===== src/rtl/bus_pkg.sv =====
// Shared types and frame-slot cycle constants for the 6502/RAM bus sequencer.
package bus_pkg;

  typedef enum logic [1:0] {
    IDLE,
    MCU_XFER,
    CPU
  } state_t;

  localparam int unsigned BASE_FRAME        = 64;
  localparam int unsigned MCU_ADDR_START    = 1;
  localparam int unsigned MCU_ADDR_END      = 30;
  localparam int unsigned MCU_DATA_START    = 2;
  localparam int unsigned MCU_DATA_END      = 29;
  localparam int unsigned MCU_STROBE_START  = 4;
  localparam int unsigned MCU_STROBE_END    = 27;
  localparam int unsigned MCU_RD_STROBE_END = 28;
  localparam int unsigned MCU_CAPTURE       = 27;
  localparam int unsigned MCU_ACK           = 28;
  localparam int unsigned CPU_BE_START      = 32;
  localparam int unsigned CPU_PHI2_START    = 48;
  localparam int unsigned CPU_VALID_START   = 44;
  localparam int unsigned CPU_VALID_END     = 61;

  function automatic logic in_win(input int unsigned n, input int unsigned lo,
                                  input int unsigned hi);
    return (n >= lo) && (n <= hi);
  endfunction

endpackage


===== src/rtl/bus_frame_timer.sv =====
// Free-running frame counter with registered window strobes.
// Every strobe is one cycle early: high in cycle c when cycle c+1 lies in its window.
module bus_frame_timer
  import bus_pkg::*;
#(
  parameter int unsigned FRAME_CYCLES = 64
) (
  input  logic i_clk,
  input  logic i_rst_n,
  output logic o_frame_end,
  output logic o_slot_end,
  output logic o_addr_win,
  output logic o_data_win,
  output logic o_wr_win,
  output logic o_rd_win,
  output logic o_cap_win,
  output logic o_ack_win,
  output logic o_be_win,
  output logic o_phi2_win,
  output logic o_valid_win
);

  localparam int unsigned CW  = $clog2(FRAME_CYCLES);
  localparam int unsigned EXT = FRAME_CYCLES - BASE_FRAME;

  logic [CW-1:0] r_fc;
  logic [CW-1:0] w_fc_la;
  logic [31:0]   w_n;

  // Decode two ahead so the registered strobe lines up with the following cycle.
  assign w_fc_la = r_fc + CW'(2);
  assign w_n     = 32'(w_fc_la);

  always_ff @(posedge i_clk or negedge i_rst_n) begin
    if (!i_rst_n) begin
      r_fc        <= '0;
      o_frame_end <= 1'b0;
      o_slot_end  <= 1'b0;
      o_addr_win  <= 1'b0;
      o_data_win  <= 1'b0;
      o_wr_win    <= 1'b0;
      o_rd_win    <= 1'b0;
      o_cap_win   <= 1'b0;
      o_ack_win   <= 1'b0;
      o_be_win    <= 1'b0;
      o_phi2_win  <= 1'b0;
      o_valid_win <= 1'b0;
    end else begin
      r_fc        <= r_fc + CW'(1);
      o_frame_end <= (w_n == 32'd0);
      o_slot_end  <= (w_n == CPU_BE_START);
      o_addr_win  <= in_win(w_n, MCU_ADDR_START, MCU_ADDR_END);
      o_data_win  <= in_win(w_n, MCU_DATA_START, MCU_DATA_END);
      o_wr_win    <= in_win(w_n, MCU_STROBE_START, MCU_STROBE_END);
      o_rd_win    <= in_win(w_n, MCU_STROBE_START, MCU_RD_STROBE_END);
      o_cap_win   <= in_win(w_n, MCU_CAPTURE + 1, MCU_CAPTURE + 1);
      o_ack_win   <= in_win(w_n, MCU_ACK, MCU_ACK);
      o_be_win    <= in_win(w_n, CPU_BE_START, FRAME_CYCLES - 1);
      o_phi2_win  <= in_win(w_n, CPU_PHI2_START + EXT, FRAME_CYCLES - 1);
      o_valid_win <= in_win(w_n, CPU_VALID_START + EXT, CPU_VALID_END + EXT);
    end
  end

endmodule


===== src/rtl/bus_sequencer.sv =====
// Time-division sequencer: one Wishbone-to-RAM transfer in the MCU half of each
// frame, 6502 bus ownership (BE/PHI2) in the CPU half.
module bus_sequencer
  import bus_pkg::*;
#(
  parameter int unsigned DATA_WIDTH     = 8,
  parameter int unsigned WB_ADDR_WIDTH  = 20,
  parameter int unsigned RAM_ADDR_WIDTH = 17,
  parameter int unsigned FRAME_CYCLES   = 64
) (
  input  logic                      clock_i,
  input  logic                      reset_ni,
  input  logic [WB_ADDR_WIDTH-1:0]  wb_addr_i,
  input  logic [DATA_WIDTH-1:0]     wb_data_i,
  output logic [DATA_WIDTH-1:0]     wb_data_o,
  input  logic                      wb_we_i,
  input  logic                      wb_cyc_i,
  input  logic                      wb_stb_i,
  output logic                      wb_stall_o,
  output logic                      wb_ack_o,
  output logic [RAM_ADDR_WIDTH-1:0] ram_addr_o,
  output logic                      ram_oe_o,
  output logic                      ram_we_o,
  output logic                      cpu_addr_oe,
  input  logic [DATA_WIDTH-1:0]     cpu_data_i,
  output logic [DATA_WIDTH-1:0]     cpu_data_o,
  output logic                      cpu_data_oe,
  output logic                      cpu_be_o,
  output logic                      cpu_clk_o,
  output logic                      cpu_valid_o
);

  logic w_frame_end, w_slot_end, w_addr_win, w_data_win, w_wr_win, w_rd_win;
  logic w_cap_win, w_ack_win, w_be_win, w_phi2_win, w_valid_win;

  bus_frame_timer #(
    .FRAME_CYCLES(FRAME_CYCLES)
  ) u_timer (
    .i_clk      (clock_i),
    .i_rst_n    (reset_ni),
    .o_frame_end(w_frame_end),
    .o_slot_end (w_slot_end),
    .o_addr_win (w_addr_win),
    .o_data_win (w_data_win),
    .o_wr_win   (w_wr_win),
    .o_rd_win   (w_rd_win),
    .o_cap_win  (w_cap_win),
    .o_ack_win  (w_ack_win),
    .o_be_win   (w_be_win),
    .o_phi2_win (w_phi2_win),
    .o_valid_win(w_valid_win)
  );

  state_t r_state, w_state_next;

  logic                      r_pending;
  logic [RAM_ADDR_WIDTH-1:0] r_req_addr;
  logic                      r_req_ok;
  logic                      r_req_we;
  logic [DATA_WIDTH-1:0]     r_req_data;

  logic [RAM_ADDR_WIDTH-1:0] r_x_addr;
  logic                      r_x_ok;
  logic                      r_x_we;
  logic [DATA_WIDTH-1:0]     r_x_data;

  logic w_accept, w_in_range, w_start, w_mcu, w_cpu;
  logic w_addr_oe, w_data_oe, w_ram_we, w_ram_oe, w_ack, w_capture;

  assign wb_stall_o = r_pending;
  assign w_accept   = wb_cyc_i & wb_stb_i & ~r_pending;
  assign w_in_range = ((wb_addr_i >> RAM_ADDR_WIDTH) == '0);

  always_ff @(posedge clock_i or negedge reset_ni) begin
    if (!reset_ni) r_state <= IDLE;
    else           r_state <= w_state_next;
  end

  always_comb begin
    w_state_next = r_state;
    unique case (r_state)
      IDLE, MCU_XFER: if (w_slot_end) w_state_next = CPU;
      CPU:            if (w_frame_end) w_state_next = (r_pending || w_accept) ? MCU_XFER : IDLE;
      default:        w_state_next = IDLE;
    endcase
  end

  // Outputs are registered from the next state, so all windows use the look-ahead strobes.
  always_comb begin
    w_start   = (w_state_next == MCU_XFER) && (r_state != MCU_XFER);
    w_mcu     = (w_state_next == MCU_XFER);
    w_cpu     = (w_state_next == CPU);
    w_addr_oe = w_mcu & w_addr_win & r_x_ok;
    w_data_oe = w_mcu & w_data_win & r_x_ok & r_x_we;
    w_ram_we  = w_mcu & w_wr_win & r_x_ok & r_x_we;
    w_ram_oe  = w_mcu & w_rd_win & r_x_ok & ~r_x_we;
    w_ack     = w_mcu & w_ack_win;
    w_capture = w_mcu & w_cap_win & ~r_x_we;
  end

  always_ff @(posedge clock_i or negedge reset_ni) begin
    if (!reset_ni) begin
      r_pending  <= 1'b0;
      r_req_addr <= '0;
      r_req_ok   <= 1'b0;
      r_req_we   <= 1'b0;
      r_req_data <= '0;
    end else if (w_ack) begin
      r_pending <= 1'b0;
    end else if (w_accept) begin
      r_pending  <= 1'b1;
      r_req_addr <= wb_addr_i[RAM_ADDR_WIDTH-1:0];
      r_req_ok   <= w_in_range;
      r_req_we   <= wb_we_i;
      r_req_data <= wb_data_i;
    end
  end

  // Transfer copy keeps the slot stable when a new request is accepted after the ack.
  always_ff @(posedge clock_i or negedge reset_ni) begin
    if (!reset_ni) begin
      r_x_addr <= '0;
      r_x_ok   <= 1'b0;
      r_x_we   <= 1'b0;
      r_x_data <= '0;
    end else if (w_start) begin
      r_x_addr <= w_accept ? wb_addr_i[RAM_ADDR_WIDTH-1:0] : r_req_addr;
      r_x_ok   <= w_accept ? w_in_range : r_req_ok;
      r_x_we   <= w_accept ? wb_we_i : r_req_we;
      r_x_data <= w_accept ? wb_data_i : r_req_data;
    end
  end

  always_ff @(posedge clock_i or negedge reset_ni) begin
    if (!reset_ni) begin
      ram_addr_o  <= '0;
      ram_oe_o    <= 1'b0;
      ram_we_o    <= 1'b0;
      cpu_addr_oe <= 1'b0;
      cpu_data_o  <= '0;
      cpu_data_oe <= 1'b0;
      wb_ack_o    <= 1'b0;
      wb_data_o   <= '0;
      cpu_be_o    <= 1'b0;
      cpu_clk_o   <= 1'b0;
      cpu_valid_o <= 1'b0;
    end else begin
      ram_addr_o  <= w_addr_oe ? r_x_addr : '0;
      ram_oe_o    <= w_ram_oe;
      ram_we_o    <= w_ram_we;
      cpu_addr_oe <= w_addr_oe;
      cpu_data_o  <= w_data_oe ? r_x_data : '0;
      cpu_data_oe <= w_data_oe;
      wb_ack_o    <= w_ack;
      if (w_capture) wb_data_o <= r_x_ok ? cpu_data_i : '0;
      cpu_be_o    <= w_cpu & w_be_win;
      cpu_clk_o   <= w_cpu & w_phi2_win;
      cpu_valid_o <= w_cpu & w_valid_win;
    end
  end

endmodule


===== config.mk =====
export PLATFORM = sky130hd
export DESIGN_NAME = bus_sequencer
export DESIGN_NICKNAME = d
export VERILOG_FILES = /design/src/rtl/bus_pkg.sv /design/src/rtl/bus_frame_timer.sv /design/src/rtl/bus_sequencer.sv
export SDC_FILE = /design/constraint.sdc
export NUM_CORES = 1
export LEC_CHECK = 0
export CAP_MARGIN = 10
export CORE_MARGIN = 2
export CORE_UTILIZATION = 50
export CTS_BUF_LIST = sky130_fd_sc_hd__clkbuf_4 sky130_fd_sc_hd__clkbuf_8
export CTS_CLUSTER_SIZE = 25
export DETAILED_ROUTE_END_ITERATION = 10
export PLACE_DENSITY = 0.73
export SLEW_MARGIN = 20
export SYNTH_ARGS = -nofsm -noshare
export SYNTH_HDL_FRONTEND = slang
export SYNTH_SLANG_ARGS = --single-unit

===== constraint.sdc =====
create_clock -name clock_i -period 3.9 [get_ports clock_i]
set_input_delay 0.585 -clock clock_i [delete_from_list [all_inputs] [get_ports clock_i]]
set_output_delay 0.585 -clock clock_i [all_outputs]
set_load 0.05 [all_outputs]

* After elaboration in Yosys (flattened, before gate mapping) *
Cells that the tools add are included.
Widths: inputs -> output; s select.

word-level totals
  register bits after elaboration = 114
  input port bits = 41
  output and inout port bits = 42

cells by class
  add/subtract/negate cells = 2
  $lt $le $gt $ge = 13
  equality and inequality tests = 6
  muxes and demuxes = 13
  bitwise gates (word level) = 20
  reduce and logical (&&, ||, !) cells = 15

operators with widths
  cell                 number
  $mux 17              2
  $logic_not 32->1     1
  $le 6x5->1 const B   4
  $mux 8               3
  $logic_not 20->1     1
  $and 1x1->1          18
  $ge 6x6->1 const B   3
  $le 6x6->1 const B   2
  $logic_and 1x1->1    9
  $add 6x1->6 const B  1
  $add 6x2->6 const B  1
  $eq 6x6->1 const B   1
  $ge 6x1->1 const B   1
  $ge 6x2->1 const B   1
  $ge 6x3->1 const B   1
  $ge 6x5->1 const B   1
  $mux 1               5
  $eq 2x1->1 const B   2
  $eq 2x2->1 const B   2
  $mux 2               2
  $pmux 2 s2           1
  $logic_not 2->1      1
  $ne 2x1->1 const B   1
  $not 1->1            2
  3 further kinds      3

* Logic depth before layout (Yosys ltp) *
Gate-level depths: netlist (run 1).

  depth after elaboration = 11
  depth in mapped cells = 6

* By module *
Synthesis (run 1) repeated with hierarchy kept, for this count alone.

unflattened totals
  cell total of the unflattened synthesis = 390
  area total of the unflattened synthesis = 4556.9 um^2

by module, submodules not included
  module           times used  cells each  area an instance (um^2)  seq. area each (um^2)
  bus_sequencer    1           317         3728.6                   2452.4
  bus_frame_timer  1           73          828.3                    400.4

* Worst setup path after synthesis (run 1) *
Ideal clock, no wire load.

  path kind = register to register
  start = register r_pending, in the netlist wb_stall_o
  end = register r_req_addr[0]
  setup time = 0.125 ns
  data arrival time = 1.859 ns
  required time = 3.775 ns
  setup slack = 1.916 ns
  stages on the path, launching flop included = 7
  cells stage by stage = dfrtp_1 -> nand3b_1 -> buf_2 -> nand2b_1 -> buf_2 -> buf_2 -> mux2_2

on the way
  cells in the longest elaborated chain, start to end = 8
  elaborated cells between the ends (all ways) = 9
  those cells by class = 1 x eq/ne; 4 x mux; 3 x bitwise; 1 x reduce/logical

RTL lines
  element                 line                  RTL
  start, declared         bus_sequencer.sv:56   logic r_pending;
  start signal, assigned  bus_sequencer.sv:103  r_pending <= 1'b0;
  start signal, assigned  bus_sequencer.sv:109  r_pending <= 1'b0;
  start signal, assigned  bus_sequencer.sv:111  r_pending <= 1'b1;
  $not 1->1               bus_sequencer.sv:71   assign w_accept = wb_cyc_i & wb_stb_i & ~r_pending;
  $and 1x1->1             bus_sequencer.sv:71
  $logic_or 1x1->1        bus_sequencer.sv:83   CPU: if (w_frame_end) w_state_next = (r_pending || w_accept) ? MCU_XFER : IDLE;
  $mux 1                  bus_sequencer.sv:83
  $mux 2                  bus_sequencer.sv:83
  $pmux 2 s2              bus_sequencer.sv:81   unique case (r_state)
  $eq 2x1->1              bus_sequencer.sv:91   w_mcu = (w_state_next == MCU_XFER);
  $and 1x1->1             n/a
  end signal, assigned    bus_sequencer.sv:112  r_req_addr <= wb_addr_i[RAM_ADDR_WIDTH-1:0];
  end, declared           bus_sequencer.sv:57   logic [RAM_ADDR_WIDTH-1:0] r_req_addr;

Parallel ways exist; a longest one is shown, timed or not.
A chain may end at the register's enable or synchronous reset.

* Final worst setup path (run 1) *
  start = register r_pending, in the netlist wb_stall_o
  end = output wb_stall_o

RTL lines
  element        line                 RTL
  end, declared  bus_sequencer.sv:19  output logic wb_stall_o,

No word-level cell between the ends.

==> flow_summary.ini, run 1 <==
[status]
status = finished clean

[synth]
synthCells = 363
yosys_register_bits = 114
yosys-top-cells-count = dfrtp_1, nand2_1, o21ai_0
yosysUniqueCellTypes = 40
synth_flop_cell = dfrtp_1
yosysWarnings = 0
synthTopCellsByArea = dfrtp_1, mux2_2, mux2i_1, and3_1, o21ai_0
seq_area_frac_synth = 0.624
synthMostInstantiatedCell = dfrtp_1
synth_top_area_frac = 0.624
synth_edf_count = 0
synthArstFlopShare = 1.00
syn-cell-area_mm2 = 0.00457
syn_area_per_cell_um2 = 12.6
syn_nets = 409
yosysTopAreaCell = dfrtp_1

[final_layout]
drive_gt1_frac = 0.146
n_fill_cell = 669
finalNonFillerCells = 567
final_util = 0.668
fin_nets = 494
n_antenna_cell = 0
syn_to_final_growth_pct = 28.7

[sta]
period_minus_slack_ps = 2160
rsz0062_at_grt = false
slew_violations = 0
hold_violations = 0
clock-skew-final_ps = 6.32
setup_viol = 0
fin_crit_sh = 0.554
fmax_mhz = 462
setup_tns_ps = 0
worst_slew_pin_slew_ps = 956
slew-limit-headroom = 0.363

[floorplanning]
dieWidth_um = 99.6
rows = 34
design.die.area_mm2 = 0.00992
start_util = 0.519
pin_count = 83
coreArea_mm2 = 0.00881
die_h_um = 99.6

[run]
drv_cap = 0

[placed_design]
io_buffers = 82
placedCellCount = 537
gp_congestion = 0.800
dp_hpwl_um = 5540

[worst_setup_path]
ff2ff_setup_slack_ps = 1830
start_kind = flop
crit_buf_inv = 1
cp_slowest_cell = clkdlybuf4s50_1
endpoint_kind = primary output
critical_path.top_delay_family = buffers and inverters
cp.required_ps = 3310
path_class = reg -> out
path_cells = clkdlybuf4s50_1
critPathMaxStageDelay_ps = 810
worst-path-max-fanout = 3
cp_data_arrival_time_ps = 1580

[global_routing]
overflow = 0
grt_max_degree = 80
grt_pass1_vias = 2952
grt_antenna_before_repair = 0
grt_use_total = 0.185
grt_pass1_wl_um = 14200

[drt]
drt_iter0_drc = 88
ant_nets = 0
drc = 0
wl_per_cell_um = 15.0
drt-total-wl_um = 8500
viasPerCell = 5.31
vias = 3009
firstDrtPassIters = 4

[clock_network]
post_cts_buffers = 0
clk_pin_slew_ps = 60
ctsHoldBuffers = 0
clk_path_buf_depth = 2
insertion_delay_ps = 400
tritoncts = yes
cts_resized = 0
numCtsBuffers = 17
cts-root-buf = clkbuf_8
htreeDepth = 4
cts.sinks = 114

[power_and_ir_drop]
ir_drop_uv = 249
leakage_nw = 2.92
power.density_mw_per_mm2 = 420

[min_path]
hp-class = in -> async
-- per-stage QoR --
stage | power [mW] | setup slack, ps | area [µm²] | hold WS (ps)
after floorplan | 1.32 | 1920 | 4570 | 289
after global placement | 1.40 | 1530 | 5480 | 442
after detailed placement | 1.41 | 1490 | 5480 | 448
after CTS | 2.50 | 1710 | 5880 | 356
after global routing | 2.58 | 1640 | 5880 | 381
final | 2.47 | 1740 | 5880 | 329
-- power by group --
group	switching (mW)	internal [mW]
Combinational	0.0534	0.0831
Clock	0.417	0.665
Sequential	0.0212	1.23
-- cells in the final DEF (no fill, tap or decap), drive strengths merged, types with 5 or more instances in the layout --
master           n
ha               5
clkbuf          25
xnor2            5
mux2            27
clkdlybuf4s50   81
nor3b            5
dfrtp          114
nor2             7
and3            28
mux2i           28
buf              6
a32o             8
nand2           33
and2             5
inv              6
o21ai           30
nor2b            7
-- cells by family after synthesis --
group | count (synthesis) | synth area share
compound gates | 55 | 0.0775
flops | 114 | 0.624
xor+xnor | 6 | 0.0115
mux | 55 | 0.128
fa+ha+maj | 5 | 0.0137
simple gates | 101 | 0.121
buf+inv | 27 | 0.0244
-- flip-flops by register name, summed over array words and instances, names as in the netlist, 2 cells and up --
| name | cells |
|---|---|
| r_req_addr | 17 |
| r_x_addr | 17 |
| ram_addr_o | 17 |
| cpu_data_o | 8 |
| r_req_data | 8 |
| r_x_data | 8 |
| wb_data_o | 8 |
| u_timer.r_fc | 6 |
| r_state | 2 |
-- final timing paths --
check	start	end	cells past startpoint
hold / removal	reset_ni	wb_data_o[2]$_DFFE_PN0P_	1
min in group clock_i	u_timer.o_phi2_win$_DFF_PN0_	cpu_clk_o$_DFF_PN0_	1
setup / recovery	wb_stall_o$_DFFE_PN0P_	wb_stall_o	1
hold reg to reg	u_timer.o_phi2_win$_DFF_PN0_	cpu_clk_o$_DFF_PN0_	1
max in group asynchronous	reset_ni	ram_addr_o[1]$_DFF_PN0_	2
setup reg to reg	u_timer.r_fc[1]$_DFF_PN0_	u_timer.o_data_win$_DFF_PN0_	4
-- per-layer routing --
layer  track usage  part of all wire  vias up
met2         0.282              0.47       74
met1         0.254              0.47     1480
met4        0.0611             0.012        0
met3        0.0597             0.046        9
li1              -                 -     1446
met5             0                 0        -
-- area by class of cell --
cell class,count,area [µm²],area share
Clock buffer,25,325,0.0553
Clock inverter,5,75.1,0.0128
Inverter,6,22.5,0.00383
Multi-Input combinational cell,222,1610,0.274
Sequential cell,114,2850,0.485
Tap cell,108,135,0.0230
Timing Repair Buffer,87,856,0.146
No activity file was read; power rests on OpenSTA's default activity.
==> run 2, diff against run 1 <==
--- a/config.mk
+++ b/config.mk
@@ -7,11 +7,11 @@
 export LEC_CHECK = 0
 export CAP_MARGIN = 10
 export CORE_MARGIN = 2
-export CORE_UTILIZATION = 50
+export CORE_UTILIZATION = 49
 export CTS_BUF_LIST = sky130_fd_sc_hd__clkbuf_4 sky130_fd_sc_hd__clkbuf_8
 export CTS_CLUSTER_SIZE = 25
 export DETAILED_ROUTE_END_ITERATION = 10
-export PLACE_DENSITY = 0.73
+export PLACE_DENSITY = 0.74
 export SLEW_MARGIN = 20
 export SYNTH_ARGS = -nofsm -noshare
 export SYNTH_HDL_FRONTEND = slang
==> constraint.sdc (replaced) <==
create_clock -name clock_i -period 1.75 [get_ports clock_i]
set_input_delay 0.2625 -clock clock_i [delete_from_list [all_inputs] [get_ports clock_i]]
set_output_delay 0.2625 -clock clock_i [all_outputs]
set_load 0.05 [all_outputs]
==> flow_summary.ini, run 2 (synthesis results as in run 1) <==
[status]
status = finished clean

[worst_setup_path]
cp_data_arrival_time_ps = 2010
cp.depth = 7
critPathMaxStageDelay_ps = 410
path_cells = and3b_2, buf_4, o21ai_1, nand2b_1, buf_4, clkbuf_16, mux2_2
start_kind = flop
cpMostUsedCell = buf_4
path_class = reg -> reg
endpoint_kind = flop
crit_buf_inv = 3
reg2reg_depth = 7
critical_path.top_delay_family = buffers and inverters
cp_slowest_cell = dfrtp_1
cp.required_ps = 2050
worst-path-max-fanout = 7

[floorplanning]
design.die.area_mm2 = 0.0101
dieWidth_um = 101
die_h_um = 101
start_util = 0.499
rows = 35
pin_count = 83
coreArea_mm2 = 0.00915

[sta]
rsz0062_at_grt = true
period_minus_slack_ps = 1710
setup_tns_ps = 0
slew-limit-headroom = 0.616
fmax_mhz = 586
slew_violations = 0
hold_violations = 0
setup_viol = 0
fin_crit_sh = 0.975
clock-skew-final_ps = 10.8
worst_slew_pin_slew_ps = 575
worst_slack_ps = 44.2

[run]
drv_cap = 0

[final_layout]
multiInputGateArea_mm2 = 0.00164
seq_area_mm2 = 0.00285
syn_to_final_growth_pct = 34.2
drive_gt1_frac = 0.226
n_antenna_cell = 0
top_regs = r_req_addr: 17 flops, r_x_addr: 17 flops, ram_addr_o: 17 flops
final_common_cell = dfrtp_1
fin_nets = 516
final_cell_mix = dfrtp_1, clkdlybuf4s50_1, nand2_1
n_fill_cell = 702
final_util = 0.670

[clock_network]
htreeDepth = 4
clk_path_buf_depth = 2
numCtsBuffers = 17
tritoncts = yes
clk_pin_slew_ps = 70
cts-root-buf = clkbuf_8
insertion_delay_ps = 420
cts.sinks = 114

[drt]
drt-total-wl_um = 9230
ant_nets = 0
firstDrtPassIters = 4
wl_per_cell_um = 15.5
viasPerCell = 5.27
drt_iter0_drc = 88
vias = 3130
drc = 0

[global_routing]
overflow = 0
grt_use_total = 0.192
grt_pass1_vias = 3129
grt_antenna_before_repair = 0
grt_pass1_wl_um = 14800
grt_max_degree = 57

[power_and_ir_drop]
swShare = 0.225
leakage_nw = 3.20
p_int_mw = 4.39
p_total_mw = 5.67
power.density_mw_per_mm2 = 924
pwr-share-seq = 0.490
p_sw_mw = 1.28
power.share.clock = 0.455
ir_drop_uv = 594
p_comb_frac = 0.055

[placed_design]
io_buffers = 82
pre_cts_slack_ps = -275
dp_hpwl_um = 5840
gp_congestion = 0.820

[min_path]
hp-class = in -> async
## run 2: changes by cell type in the layout (fill, tap and decap cells not counted), moves of 4 or more
cell	change
clkinvlp_4	+5
buf_4	+25
clkbuf_8	-4
buf_12	+6
dlygate4sd2_1	+30
clkdlybuf4s50_1	-42
## run 2: power by group through the flow
stage | Sequential, mW | Clock (mW) | Combinational, mW
after floorplan | 2.82 | 0 | 0.134
after global placement | 2.82 | 0 | 0.305
after detailed placement | 2.83 | 0 | 0.315
after CTS | 2.78 | 2.62 | 0.318
after global routing | 2.79 | 2.75 | 0.347
final | 2.78 | 2.58 | 0.310
## run 2: stage by stage
stage	instances	hold slack (ps)	cell area, µm²
after global routing	594	353	6130
after global placement	555	211	5640
after floorplan	363	-33.1	4580
final	594	329	6130
after detailed placement	555	213	5640
after CTS	588	321	6050
## run 2: final timing paths
| kind | start | slack (ps) | endpoint |
|---|---|---|---|
| setup / recovery | r_state[0]$_DFF_PN0_ | 40 | r_req_data[4]$_DFFE_PN0N_ |
| min in group clock_i | u_timer.o_phi2_win$_DFF_PN0_ | 460 | cpu_clk_o$_DFF_PN0_ |
| hold / removal | reset_ni | 330 | wb_data_o[0]$_DFFE_PN0P_ |
| hold reg to reg | u_timer.o_phi2_win$_DFF_PN0_ | 460 | cpu_clk_o$_DFF_PN0_ |
| setup reg to reg | r_state[0]$_DFF_PN0_ | 40 | r_req_data[4]$_DFFE_PN0N_ |
| max in group asynchronous | reset_ni | 820 | r_x_addr[16]$_DFFE_PN0P_ |
## run 2: final cells by class
cell class                      count  share of cell area
Inverter                            6             0.00367
Tap cell                          111              0.0227
Sequential cell                   114               0.466
Multi-Input combinational cell    222               0.267
Timing Repair Buffer              109               0.172
Clock buffer                       18              0.0404
Clock inverter                     14              0.0294
## run 2: per-layer routing
metal / global-route usage / vias up / routed length (µm)
met5: 0 / - / 0
met1: 0.236 / 1554 / 4110
li1: - / 1491 / -
met4: 0.0822 / 0 / 149
met3: 0.0479 / 14 / 361
met2: 0.322 / 71 / 4610
## run 2: worst register-to-register path: cells and delay by family (launching register included)
| family | cells | cell delay (ps) |
|---|---|---|
| AO/OA/AOI/OAI | 1 | 60 |
| buffers and inverters | 3 | 430 |
| flip-flops | 1 | 410 |
| multiplexers | 1 | 330 |
| AND/OR/NAND/NOR | 2 | 370 |
## run 2: timing repair
action,CTS,global route
gates resized for setup,32,6
pin swaps,0,0
gates cloned,0,2
endpoints found under the hold margin,26,0
setup buffers,0,4
endpoints found under the setup margin,44,33
hold buffers,1,0
==> run 3, diff against run 2 <==
--- a/config.mk
+++ b/config.mk
@@ -12,6 +12,7 @@
 export CTS_CLUSTER_SIZE = 25
 export DETAILED_ROUTE_END_ITERATION = 10
 export PLACE_DENSITY = 0.74
+export RECOVER_POWER = 50
 export SLEW_MARGIN = 20
 export SYNTH_ARGS = -nofsm -noshare
 export SYNTH_HDL_FRONTEND = slang
==> flow_summary.ini, run 3 (synthesis results as in run 1) <==
[status]
status = finished clean

[sta]
slew_violations = 0
setup_viol = 0
hold_violations = 0
setup_tns_ps = 0
worst_slew_pin_slew_ps = 692
period_minus_slack_ps = 1710
clock-skew-final_ps = 10.4
slew-limit-headroom = 0.539
fmax_mhz = 586
fin_crit_sh = 0.974
rsz0062_at_grt = true

[worst_setup_path]
cp.required_ps = 2050
path_cells = and3b_2, buf_4, o21ai_1, nand2b_1, buf_4, clkbuf_16, mux2_2
cp_slowest_cell = dfrtp_1
path_class = reg -> reg
cpMostUsedCell = buf_4
cp_data_arrival_time_ps = 2000
cp.depth = 7
crit_buf_inv = 3
start_kind = flop
reg2reg_depth = 7
endpoint_kind = flop
critPathMaxStageDelay_ps = 410
worst-path-max-fanout = 7
critical_path.top_delay_family = buffers and inverters

[placed_design]
gp_congestion = 0.820
dp_hpwl_um = 5840
io_buffers = 82
detailed_place.area_mm2 = 0.00564

[global_routing]
grt_pass1_vias = 3129
grt_pass1_wl_um = 14800
overflow = 0
grt_use_total = 0.192
grt_max_degree = 57
grt_antenna_before_repair = 0

[floorplanning]
die_h_um = 101
rows = 35
start_util = 0.499
dieWidth_um = 101
coreArea_mm2 = 0.00915
pin_count = 83
design.die.area_mm2 = 0.0101

[drt]
vias = 3147
wl_per_cell_um = 15.5
firstDrtPassIters = 4
drt-total-wl_um = 9230
drc = 0
viasPerCell = 5.30
ant_nets = 0
drt_iter0_drc = 104

[final_layout]
final_cell_mix = dfrtp_1, clkdlybuf4s50_1, nand2_1
final_common_cell = dfrtp_1
top_regs = r_req_addr: 17 flops, r_x_addr: 17 flops, ram_addr_o: 17 flops
n_antenna_cell = 0
stdcell_area_mm2 = 0.00611
n_fill_cell = 708
drive_gt1_frac = 0.226
fin_nets = 516
syn_to_final_growth_pct = 33.7

[clock_network]
clk_pin_slew_ps = 70
cts.sinks = 114
htreeDepth = 4
tritoncts = yes
insertion_delay_ps = 410
clk_path_buf_depth = 2
cts-root-buf = clkbuf_8
numCtsBuffers = 17

[power_and_ir_drop]
leakage_nw = 3.19
ir_drop_uv = 595
power.density_mw_per_mm2 = 926
p_total_mw = 5.65

[min_path]
hp-class = in -> async

[run]
drv_cap = 0
## run 3: layer usage
metal | GRT usage | part of all wire | vias up
li1 | - | - | 1493
met1 | 0.236 | 0.43 | 1565
met2 | 0.322 | 0.51 | 79
met3 | 0.0479 | 0.042 | 10
met4 | 0.0822 | 0.011 | 0
met5 | 0 | 0 | -
## run 3: final timing paths
path | start | end | slack, ps
max | r_state[0]$_DFF_PN0_ | r_req_data[4]$_DFFE_PN0N_ | 40
min in group clock_i | u_timer.o_phi2_win$_DFF_PN0_ | cpu_clk_o$_DFF_PN0_ | 460
min | reset_ni | wb_data_o[0]$_DFFE_PN0P_ | 450
min reg2reg | u_timer.o_phi2_win$_DFF_PN0_ | cpu_clk_o$_DFF_PN0_ | 460
max reg2reg | r_state[0]$_DFF_PN0_ | r_req_data[4]$_DFFE_PN0N_ | 40
max in group asynchronous | reset_ni | u_timer.o_data_win$_DFF_PN0_ | 370
## run 3: stage by stage
stage | hold WS (ps) | instances | util | worst slack [ps]
after floorplan | -33.1 | 363 | - | 5.88
after global placement | 211 | 555 | 0.616 | -222
after detailed placement | 213 | 555 | 0.616 | -275
after CTS | 321 | 588 | 0.661 | 50.7
after global routing | 465 | 594 | 0.667 | -43.0
final | 447 | 594 | 0.667 | 44.7
## run 3: report_power, final
part           internal (mW)  switching, mW  leakage (nW)
Sequential              2.73         0.0460          1.51
Combinational          0.186          0.116          1.49
Clock                   1.46           1.11         0.199
Total                   4.38           1.27          3.19
## run 3: layout make-up
cell class	count	area (µm²)	share of cell area
multi-input combinational	222	1640	0.268
sequential	114	2850	0.467
clock inverter	14	180	0.0295
inverter	6	22.5	0.00369
clock buffer	18	248	0.0406
timing repair buffer	109	1030	0.168
tap	111	139	0.0227
## run 3: repair_timing
action	in CTS	in global routing
pin swaps	0	0
setup buffers	0	4
hold buffers	1	0
resized for setup	32	6
cloned	0	2
endpoints found under the setup margin	44	33
hold endpoints to repair	26	0
